<file path="config.mk">
export PLATFORM = sky130hd
export DESIGN_NAME = acc_requant_drain
export DESIGN_NICKNAME = d
export VERILOG_FILES = /design/src/rtl/acc_requant_drain_pkg.sv /design/src/rtl/acc_requant_drain_core.sv /design/src/rtl/acc_requant_drain.sv
export SDC_FILE = /design/constraint.sdc
export NUM_CORES = 2
export LEC_CHECK = 0
export BUFFER_PORTS_ARGS = -buffer_cell sky130_fd_sc_hd__buf_2
export CORE_MARGIN = 4
export CORE_UTILIZATION = 40
export CTS_BUF_LIST = sky130_fd_sc_hd__clkbuf_2
export DETAILED_ROUTE_END_ITERATION = 10
export MAX_ROUTING_LAYER = met4
export SYNTH_ARGS = -nofsm -noshare
export SYNTH_HDL_FRONTEND = slang
export SYNTH_HIERARCHICAL = 1
export SYNTH_SLANG_ARGS = --single-unit
</file>
<file path="constraint.sdc">
create_clock -name clk -period 19 [get_ports clk]
set_input_delay 0.95 -clock clk [delete_from_list [all_inputs] [get_ports clk]]
set_output_delay 0.95 -clock clk [all_outputs]
set_load 0.1 [all_outputs]
</file>
<file path="src/rtl/acc_requant_drain_pkg.sv">
// Shared widths, limits and drain FSM states for the accumulator
// requantize/drain block.
package acc_requant_drain_pkg;

    localparam int ACC_W     = 32;
    localparam int OUT_W     = 8;
    localparam int PROD_W    = 49;
    localparam int MAX_SHIFT = 47;
    localparam int MULT_W    = 16;
    localparam int SHIFT_W   = 6;

    typedef enum logic [1:0] {
        IDLE,
        CAPTURE,
        DRAIN,
        FINISH
    } state_t;

endpackage

</file>
<file path="src/rtl/acc_requant_drain_core.sv">
// Combinational round-half-up shift, zero-point offset and int8 saturation.
// REQUANT_RELU_EN raises the lower clamp to zero_point (fused ReLU).
module requant_core
    import acc_requant_drain_pkg::*;
(
    input  logic signed [PROD_W-1:0]  p,
    input  logic        [SHIFT_W-1:0] shift,
    input  logic signed [OUT_W-1:0]   zero_point,
    output logic signed [OUT_W-1:0]   y
);

    localparam int RW = PROD_W + 1;
    localparam int SW = RW + 1;

    logic        [SHIFT_W-1:0] sh;
    logic signed [RW-1:0]      bias;
    logic signed [RW-1:0]      r;
    logic signed [SW-1:0]      sum;
    logic signed [SW-1:0]      lo;
    logic signed [SW-1:0]      hi;

    always_comb begin
        sh = (shift > SHIFT_W'(MAX_SHIFT)) ? SHIFT_W'(MAX_SHIFT) : shift;
        bias = '0;
        if (sh != '0) begin
            bias[sh - 1'b1] = 1'b1;
        end
        // One extra bit keeps p + bias from wrapping at the product extremes.
        r   = (RW'(p) + bias) >>> sh;
        sum = SW'(r) + SW'(zero_point);
        hi  = SW'(2 ** (OUT_W - 1) - 1);
`ifdef REQUANT_RELU_EN
        lo  = SW'(zero_point);
`else
        lo  = SW'(-(2 ** (OUT_W - 1)));
`endif
        if (sum > hi) begin
            y = hi[OUT_W-1:0];
        end else if (sum < lo) begin
            y = lo[OUT_W-1:0];
        end else begin
            y = sum[OUT_W-1:0];
        end
    end

endmodule

</file>
<file path="src/rtl/acc_requant_drain.sv">
// Snapshots the PE accumulator array, clears it, and streams requantized
// int8 elements row-major over a valid/ready port. Option: REQUANT_RELU_EN.
module acc_requant_drain
    import acc_requant_drain_pkg::*;
#(
    parameter int ROWS = 4,
    parameter int COLS = 4
) (
    input  logic                        clk,
    input  logic                        rst,
    input  logic                        start,
    input  logic [ROWS*COLS*ACC_W-1:0]  acc_flat,
    input  logic [MULT_W-1:0]           mult,
    input  logic [SHIFT_W-1:0]          shift,
    input  logic [OUT_W-1:0]            zero_point,
    output logic                        accum_clear,
    output logic [OUT_W-1:0]            out_data,
    output logic                        out_valid,
    input  logic                        out_ready,
    output logic                        out_last,
    output logic                        busy,
    output logic                        done
);

    localparam int N     = ROWS * COLS;
    localparam int IDX_W = $clog2(N + 1);
    localparam logic [IDX_W-1:0] N_I    = IDX_W'(N);
    localparam logic [IDX_W-1:0] LAST_I = IDX_W'(N - 1);

    state_t state_q, state_d;

    logic [N*ACC_W-1:0]   snap_q, snap_d;
    logic [MULT_W-1:0]    mult_q, mult_d;
    logic [SHIFT_W-1:0]   shift_q, shift_d;
    logic [OUT_W-1:0]     zp_q, zp_d;
    logic [IDX_W-1:0]     idx_q, idx_d;

    logic                 s1_valid_q, s1_valid_d;
    logic                 s1_last_q, s1_last_d;
    logic [PROD_W-1:0]    p_q, p_d;

    logic                 s2_valid_q, s2_valid_d;
    logic                 out_last_q, out_last_d;
    logic [OUT_W-1:0]     out_data_q, out_data_d;

    logic signed [ACC_W-1:0]  cur_acc;
    logic        [MULT_W-1:0] cur_mult;
    logic signed [OUT_W-1:0]  y;
    logic                     s2_take;
    logic                     s1_free;
    logic                     issue;
    logic                     xfer;

    requant_core u_core (
        .p          (p_q),
        .shift      (shift_q),
        .zero_point (zp_q),
        .y          (y)
    );

    always_comb begin
        state_d    = state_q;
        snap_d     = snap_q;
        mult_d     = mult_q;
        shift_d    = shift_q;
        zp_d       = zp_q;
        idx_d      = idx_q;
        s1_valid_d = s1_valid_q;
        s1_last_d  = s1_last_q;
        p_d        = p_q;
        s2_valid_d = s2_valid_q;
        out_last_d = out_last_q;
        out_data_d = out_data_q;

        // Element 0 is issued straight from the live inputs during CAPTURE
        // so the first result appears two cycles after the snapshot.
        if (state_q == CAPTURE) begin
            cur_acc  = acc_flat[ACC_W-1:0];
            cur_mult = mult;
        end else begin
            cur_acc  = snap_q[int'(idx_q)*ACC_W +: ACC_W];
            cur_mult = mult_q;
        end

        xfer    = s2_valid_q && out_ready;
        s2_take = !s2_valid_q || out_ready;
        s1_free = !s1_valid_q || s2_take;
        issue   = s1_free &&
                  ((state_q == CAPTURE) ||
                   ((state_q == DRAIN) && (idx_q < N_I)));

        if (s2_take) begin
            s2_valid_d = s1_valid_q;
            out_last_d = s1_valid_q && s1_last_q;
            if (s1_valid_q) begin
                out_data_d = y;
            end
        end

        if (issue) begin
            s1_valid_d = 1'b1;
            s1_last_d  = (idx_q == LAST_I);
            p_d        = PROD_W'(cur_acc) *
                         PROD_W'($signed({1'b0, cur_mult}));
            idx_d      = idx_q + 1'b1;
        end else if (s1_valid_q && s2_take) begin
            s1_valid_d = 1'b0;
        end

        unique case (state_q)
            IDLE: begin
                if (start) begin
                    state_d = CAPTURE;
                    idx_d   = '0;
                end
            end
            CAPTURE: begin
                snap_d  = acc_flat;
                mult_d  = mult;
                shift_d = shift;
                zp_d    = zero_point;
                state_d = DRAIN;
            end
            DRAIN: begin
                if (xfer && out_last_q) begin
                    state_d = FINISH;
                end
            end
            FINISH: begin
                state_d = IDLE;
            end
        endcase
    end

    always_ff @(posedge clk) begin
        if (rst) begin
            state_q    <= IDLE;
            snap_q     <= '0;
            mult_q     <= '0;
            shift_q    <= '0;
            zp_q       <= '0;
            idx_q      <= '0;
            s1_valid_q <= 1'b0;
            s1_last_q  <= 1'b0;
            p_q        <= '0;
            s2_valid_q <= 1'b0;
            out_last_q <= 1'b0;
            out_data_q <= '0;
        end else begin
            state_q    <= state_d;
            snap_q     <= snap_d;
            mult_q     <= mult_d;
            shift_q    <= shift_d;
            zp_q       <= zp_d;
            idx_q      <= idx_d;
            s1_valid_q <= s1_valid_d;
            s1_last_q  <= s1_last_d;
            p_q        <= p_d;
            s2_valid_q <= s2_valid_d;
            out_last_q <= out_last_d;
            out_data_q <= out_data_d;
        end
    end

    assign accum_clear = (state_q == CAPTURE);
    assign done        = (state_q == FINISH);
    assign busy        = (state_q != IDLE);
    assign out_valid   = s2_valid_q;
    assign out_last    = out_last_q;
    assign out_data    = out_data_q;

endmodule

</file>
**After elaboration in Yosys (flattened, before gate mapping)**

Cells that the tools add are included.

- Bits in registers: 610
- Input port bits: 546
- Output and inout port bits: 13
- Word-level logic and storage cells: 65

- Add/subtract/negate cells: 4
- Multiply operators: 1
- Magnitude comparators: 6
- Equality and inequality tests: 6
- Shift-type cells: 2
- Muxes and demuxes: 16
- Reductions and logical operators: 18

Operators by type and width:

| cell | count |
|---|---|
| variable part select 512 x 11 -> 32 bit | 1 |
| adder 50 x 8 -> 51 bit | 1 |
| > comparator 51 x 8 -> 1 bit (second input constant) | 1 |
| < comparator 51 x 8 -> 1 bit (second input constant) | 1 |
| adder 49 x 50 -> 50 bit | 1 |
| 2-to-1 mux 50 bit | 1 |
| >>> shifter 50 x 6 -> 50 bit | 1 |
| multiplier 32 x 17 -> 49 bit | 1 |
| 2-to-1 mux 32 bit | 1 |
| 2-to-1 mux 16 bit | 1 |
| 2-to-1 mux 8 bit | 2 |
| 2-to-1 mux 5 bit | 3 |
| case mux 2 bit (4 select lines) | 1 |
| logical AND 1 bit | 7 |
| < comparator 6 x 7 -> 1 bit (second input constant) | 1 |
| demux 1 bit (select 6 bit) | 1 |
| >= comparator 6 x 1 -> 1 bit (second input constant) | 1 |
| > comparator 6 bit (second input constant) | 1 |
| 2-to-1 mux 6 bit | 1 |
| nonzero test 6 bit | 1 |
| subtractor 6 x 1 -> 6 bit (second input constant) | 1 |
| adder 5 x 1 -> 5 bit (second input constant) | 1 |
| equality test 5 x 4 -> 1 bit (second input constant) | 1 |
| < comparator 5 bit (second input constant) | 1 |
| other kinds (11) | 20 |

**Longest topological paths before layout**

- Depth in word-level cells: 14
- Mapped depth: 45
- Depth with buffers taken out: 39

**Modules after synthesis**

The synthesis kept the hierarchy.

By module, submodules not included:

| module | instances | cells each | area each (um^2) | seq. area each (um^2) |
|---|---|---|---|---|
| acc_requant_drain | 1 | 4529 | 44073.5 | 12211.7 |
| requant_core | 1 | 1862 | 11827.6 | 0.0 |

**Worst setup path before layout**

OpenSTA, ideal clock, no wires.

- Path type: register to register
- Start: reg shift_q[4]
- End: reg out_data_q[0] (netlist: out_data[0])
- Library setup time: 132 ps
- Data arrival time: 9175 ps
- Required time: 18868 ps
- Path slack: 9693 ps
- Stages on the path, launching flop included: 45
- Buffers on the path: 6
- Period minus slack after synthesis: 9307 ps
- Path through: dfxtp_1 > clkbuf_1 > a21o_1 > inv_1 > clkbuf_1 > clkbuf_1 > buf_1 > clkbuf_1 > ha_1 > clkbuf_1 > nor2_1 > nor2_1 > nor2_1 > a31oi_1 > o22ai_1 > nand2_1 > nor2_1 > ha_1 > [9 not listed] > nor3_1 > o41a_1 > o21ai_0 > ha_1 > fa_1 > a211oi_1 > o21ai_0 > and2_1 > or4_1 > a221oi_1 > nand4_1 > nor4_1 > nand4_1 > nor4_1 > a41o_1 > o21ai_1 > nand3_1 > a21oi_1

- Longest elaborated chain between the ends: 14
- Elaborated cells on any way between the ends: 17
- Those cells by class: add/sub: 3; order compare: 5; shift: 1; mux: 6; reduce/logical: 2

Ends and longest elaborated chain:

| item | line | source |
|---|---|---|
| start, declared | acc_requant_drain.sv:34 | `logic [SHIFT_W-1:0] shift_q, shift_d;` |
| start signal, assigned | acc_requant_drain.sv:153 | `shift_q <= shift_d;` |
| > comparator 6 bit | acc_requant_drain_core.sv:23 | `sh = (shift > SHIFT_W'(MAX_SHIFT)) ? SHIFT_W'(MAX_SHIFT) : shift;` |
| 2-to-1 mux 6 bit * | acc_requant_drain_core.sv:23 |  |
| subtractor 6 x 1 -> 6 bit | acc_requant_drain_core.sv:26 | `bias[sh - 1'b1] = 1'b1;` |
| < comparator 6 x 7 -> 1 bit (not written as such) or >= comparator 6 x 1 -> 1 bit (tied branches) | acc_requant_drain_core.sv:26 |  |
| logical AND 1 bit (not written as such) | acc_requant_drain_core.sv:26 |  |
| 2-to-1 mux 1 bit (not written as such) | acc_requant_drain_core.sv:26 |  |
| demux 1 bit (select 6 bit) | n/a |  |
| 2-to-1 mux 50 bit | acc_requant_drain_core.sv:25 | `if (sh != '0) begin` |
| adder 49 x 50 -> 50 bit | acc_requant_drain_core.sv:29 | `r = (RW'(p) + bias) >>> sh;` |
| >>> shifter 50 x 6 -> 50 bit * | acc_requant_drain_core.sv:29 |  |
| adder 50 x 8 -> 51 bit * | acc_requant_drain_core.sv:30 | `sum = SW'(r) + SW'(zero_point);` |
| < comparator 51 x 8 -> 1 bit | acc_requant_drain_core.sv:39 | `end else if (sum < lo) begin` |
| 2-to-1 mux 8 bit | acc_requant_drain_core.sv:39 |  |
| 2-to-1 mux 8 bit * | acc_requant_drain_core.sv:37 | `if (sum > hi) begin` |
| via y[0] | acc_requant_drain.sv:48 | `logic signed [OUT_W-1:0] y;` |
| end signal, assigned | acc_requant_drain.sv:161 | `out_data_q <= out_data_d;` |
| end, declared | acc_requant_drain.sv:44 | `logic [OUT_W-1:0] out_data_q, out_data_d;` |

The timed path passes the listed nets; every way through them passes the cells marked *.
A chain may end at the register's enable or synchronous reset.

**Final worst setup path**

- Start: reg shift_q[1]
- End: reg out_data_q[2] (netlist: out_data[2])

The elaborated chain is that of the path after synthesis.

==> results.toml <==
[hold_path]
min_to = "snap_q[127]"
hold_depth = 4
hold_path_class = "primary input to register"
hp-start = "acc_flat[127]"

[timing]
setup_viol = 0
worst_clock_skew_ns = 0.1973
period_needed_ns = 12.00
worst-slew-pin-transition_ns = 1.200
fmax_ghz = 0.08335
drv_slew = 0
fin_tns_setup_ns = 0
final_hold_viol_count = 0
hold_slack_ns = 0.1932
rsz0062_at_grt = "no"
slew-limit-headroom = 0.1841
fin_crit_sh = 0.6315

[power_and_ir_drop]
powerDensity_nw_per_um2 = 175.8
comb_power_share = 0.770
p_sw_frac = 0.5553
power.switching_mw = 6.880
p_seq_frac = 0.151
total_power_mw = 12.39
p_leak_nw = 30.37
intPower_mw = 5.510
ir_worst_vdd_mv = 0.1345
pwr-share-clk = 0.080

[worst_setup_path]
rr_worst_depth = 39
reg2reg_from = "shift_q[1]"
critPathMaxFanout = 50
cp_slowest_stage_delay_ns = 0.62
crit_slowest_cell = "o211ai_1"
critPathCaptureType = "register"
path_common_cell = "nor2_1"
rrSetupSlack_ns = 7.00
r2r_end = "out_data[2]"
startpoint_type = "register"
timing_worst_setup_path_type = "register to register"
cp.required_ns = 20.34
critPathArrivalTime_ns = 13.34

[cts]
ctsRootBufferMaster = "clkbuf_2"
clock_path_buffers = 3
htree_levels = 4
cts_num_sinks = 610
cts_tree = "done"
post_cts_resized = 0
clkLatencyLatePin_ns = 1.70
clk_pin_slew_ns = 0.14
numCtsBuffers = 158

[floorplanning]
rows = 136
fp.dieW_microns = 381.8
start_util = 0.4046
chipHeight_microns = 381.8
die_area_sq_um = 145800
core_sq_um = 138200
ios = 559

[routing]
routedWlPerCell_microns = 23.59
drtIter0Drc = 4994
vias = 55170
drc = 0
via_per_inst = 5.674
drt-pass1-iter-count = 6
routed_wl_microns = 229300
ant_nets = 0

[cells_and_area]
final_cells = 9723
final_cell_mix = "nor2_1 (1000), dlygate4sd3_1 (874), inv_1 (629), dfxtp_1 (606), mux2i_1 (579)"
layout_commonest_cell = "nor2_1"
area_growth_pct = 26.08
nNetsFinal = 8922
drive_gt1_frac = 0.1515

[placed_design]
port_buffers = 558
gp_congestion = 0.9601
dp_hpwl_microns = 159200
dp_cells = 8490

[synthesis]
seq_area_frac_synth = 0.2185
synthTopCellsByArea = "dfxtp_1 (22%), fa_1 (18%), mux2i_1 (11%), nor2_1 (6.7%), mux4_2 (5.8%)"
yosys_most_used_dff = "dfxtp_1"
netlist_instances = 6391
synth.net_count = 7652
yosys.area.top_type = "dfxtp_1"
ys_warn_count = 6
ys_ff_latch = 610
mappedNetlistArea_sq_um = 55900
postSynth.asyncResetShare = 0
synth.top_cell.area_share = 0.2185
synth-edff-count = 0
syn_area_per_cell_sq_um = 8.747
synth_cell_type_count = 107

[global_routing]
grt_util_met1 = 0.3649
grtUsageTotal = 0.3085
grt_overflow_total = 0
grt-busiest-layer = "met2"
grt_pass1_vias = 56710
grt_start_max_net_pins = 226
use_met3 = 0.05006
grt_use_met2 = 0.5024
grt_pass1_wl_microns = 340600
antenna_found_initial = 81

[status]
status = "completed"

[run]
cap_violations = 0
## area by class of cell
cell class	instances	area, sq um
antenna	91	227.7
timing repair buffer	1511	12210
clock inverter	54	357.8
inverter	632	2372
multi-input combinational	4748	39690
sequential	610	12220
tap	1863	2331
fill	12440	67690
clock buffer	214	1071
## power by group through the flow
stage               Clock (mW)  Sequential [mW]  Combinational [mW]
floorplan                    0             1.79                6.79
global placement             0             1.84                9.11
detailed placement           0             1.85                9.17
CTS                      0.972             1.82                9.39
global route              1.06             1.89                10.6
finish                   0.987             1.87                9.53
## synth_stat cells (35+ instances only)
library cell	number
buf_2	130
a21o_1	62
o21a_1	52
nand2_1	501
o21ai_1	38
nand4_1	69
o21ai_0	159
inv_1	630
nor3_1	83
mux2_2	42
mux2i_1	587
ha_1	224
xnor2_1	56
dfxtp_1	610
o211ai_1	64
nand3_1	98
fa_1	491
a31oi_1	35
a211oi_1	46
nor2b_1	51
mux4_2	144
clkbuf_1	227
a21oi_1	303
nand2b_1	77
nor2_1	1004
## metal layers
metal / share of wire / wire length [microns]
met3: 0.076 / 17350
met4: 0.064 / 14640
met2: 0.47 / 108900
met5: 0 / 0
met1: 0.39 / 88460
## cells by family (layout without fill, tap and decap cells)
family / after synthesis / after routing / share of synthesized area
buffers and inverters: 1033 / 2411 / 0.07377
AND/OR/NAND/NOR: 2104 / 2104 / 0.1668
other: 1 / 92 / 0.00006708
flip-flops: 610 / 610 / 0.2185
AO/OA/AOI/OAI: 1062 / 1062 / 0.1287
XOR/XNOR: 90 / 90 / 0.01410
adder cells (fa/ha/maj): 715 / 715 / 0.2260
multiplexers: 776 / 776 / 0.1722
## worst max-delay path: cells and delay by family, from the launching register on
kind                     cells  cell delay [ns]
AO/OA/AOI/OAI               15             4.52
adder cells (fa/ha/maj)      4             1.49
buffers and inverters        3             1.29
flip-flops                   1             0.47
multiplexers                 1             0.21
AND/OR/NAND/NOR             16             3.78
## sequential cells by signal, indices dropped and copies added, names as in the netlist
register	count
snap_q	512
p_q	49
mult_q	16
out_data	8
zp_q	8
shift_q	6
idx_q	5
state_q	2
out_last	1
out_valid	1
s1_last_q	1
s1_valid_q	1
## how the worst max path moves through the flow
stage               startpoint     endpoint  slack [ns]
floorplan           shift_q[4]  out_data[0]        9.69
global placement    shift_q[1]  out_data[4]        7.30
detailed placement  shift_q[1]  out_data[1]        7.29
CTS                 shift_q[1]  out_data[6]        7.22
global route        shift_q[1]  out_data[6]        6.30
finish              shift_q[1]  out_data[2]        7.00
## through the flow
stage	area (sq um)	util	setup WS, ns
6_report	70480	0.5101	7.002
5_1_grt	70470	0.5100	6.301
4_1_cts	70250	0.5084	7.216
3_5_place_dp	60070	0.4348	7.293
3_3_place_gp	60070	0.4348	7.302
2_1_floorplan	55900	-	9.693
## repair_timing
action | 4_1_cts | 5_1_grt
hold buffers | 874 | 0
hold endpoints to repair | 596 | 0
setup buffers | 0 | 0
Note: power is estimated with default switching activity, not from simulation.
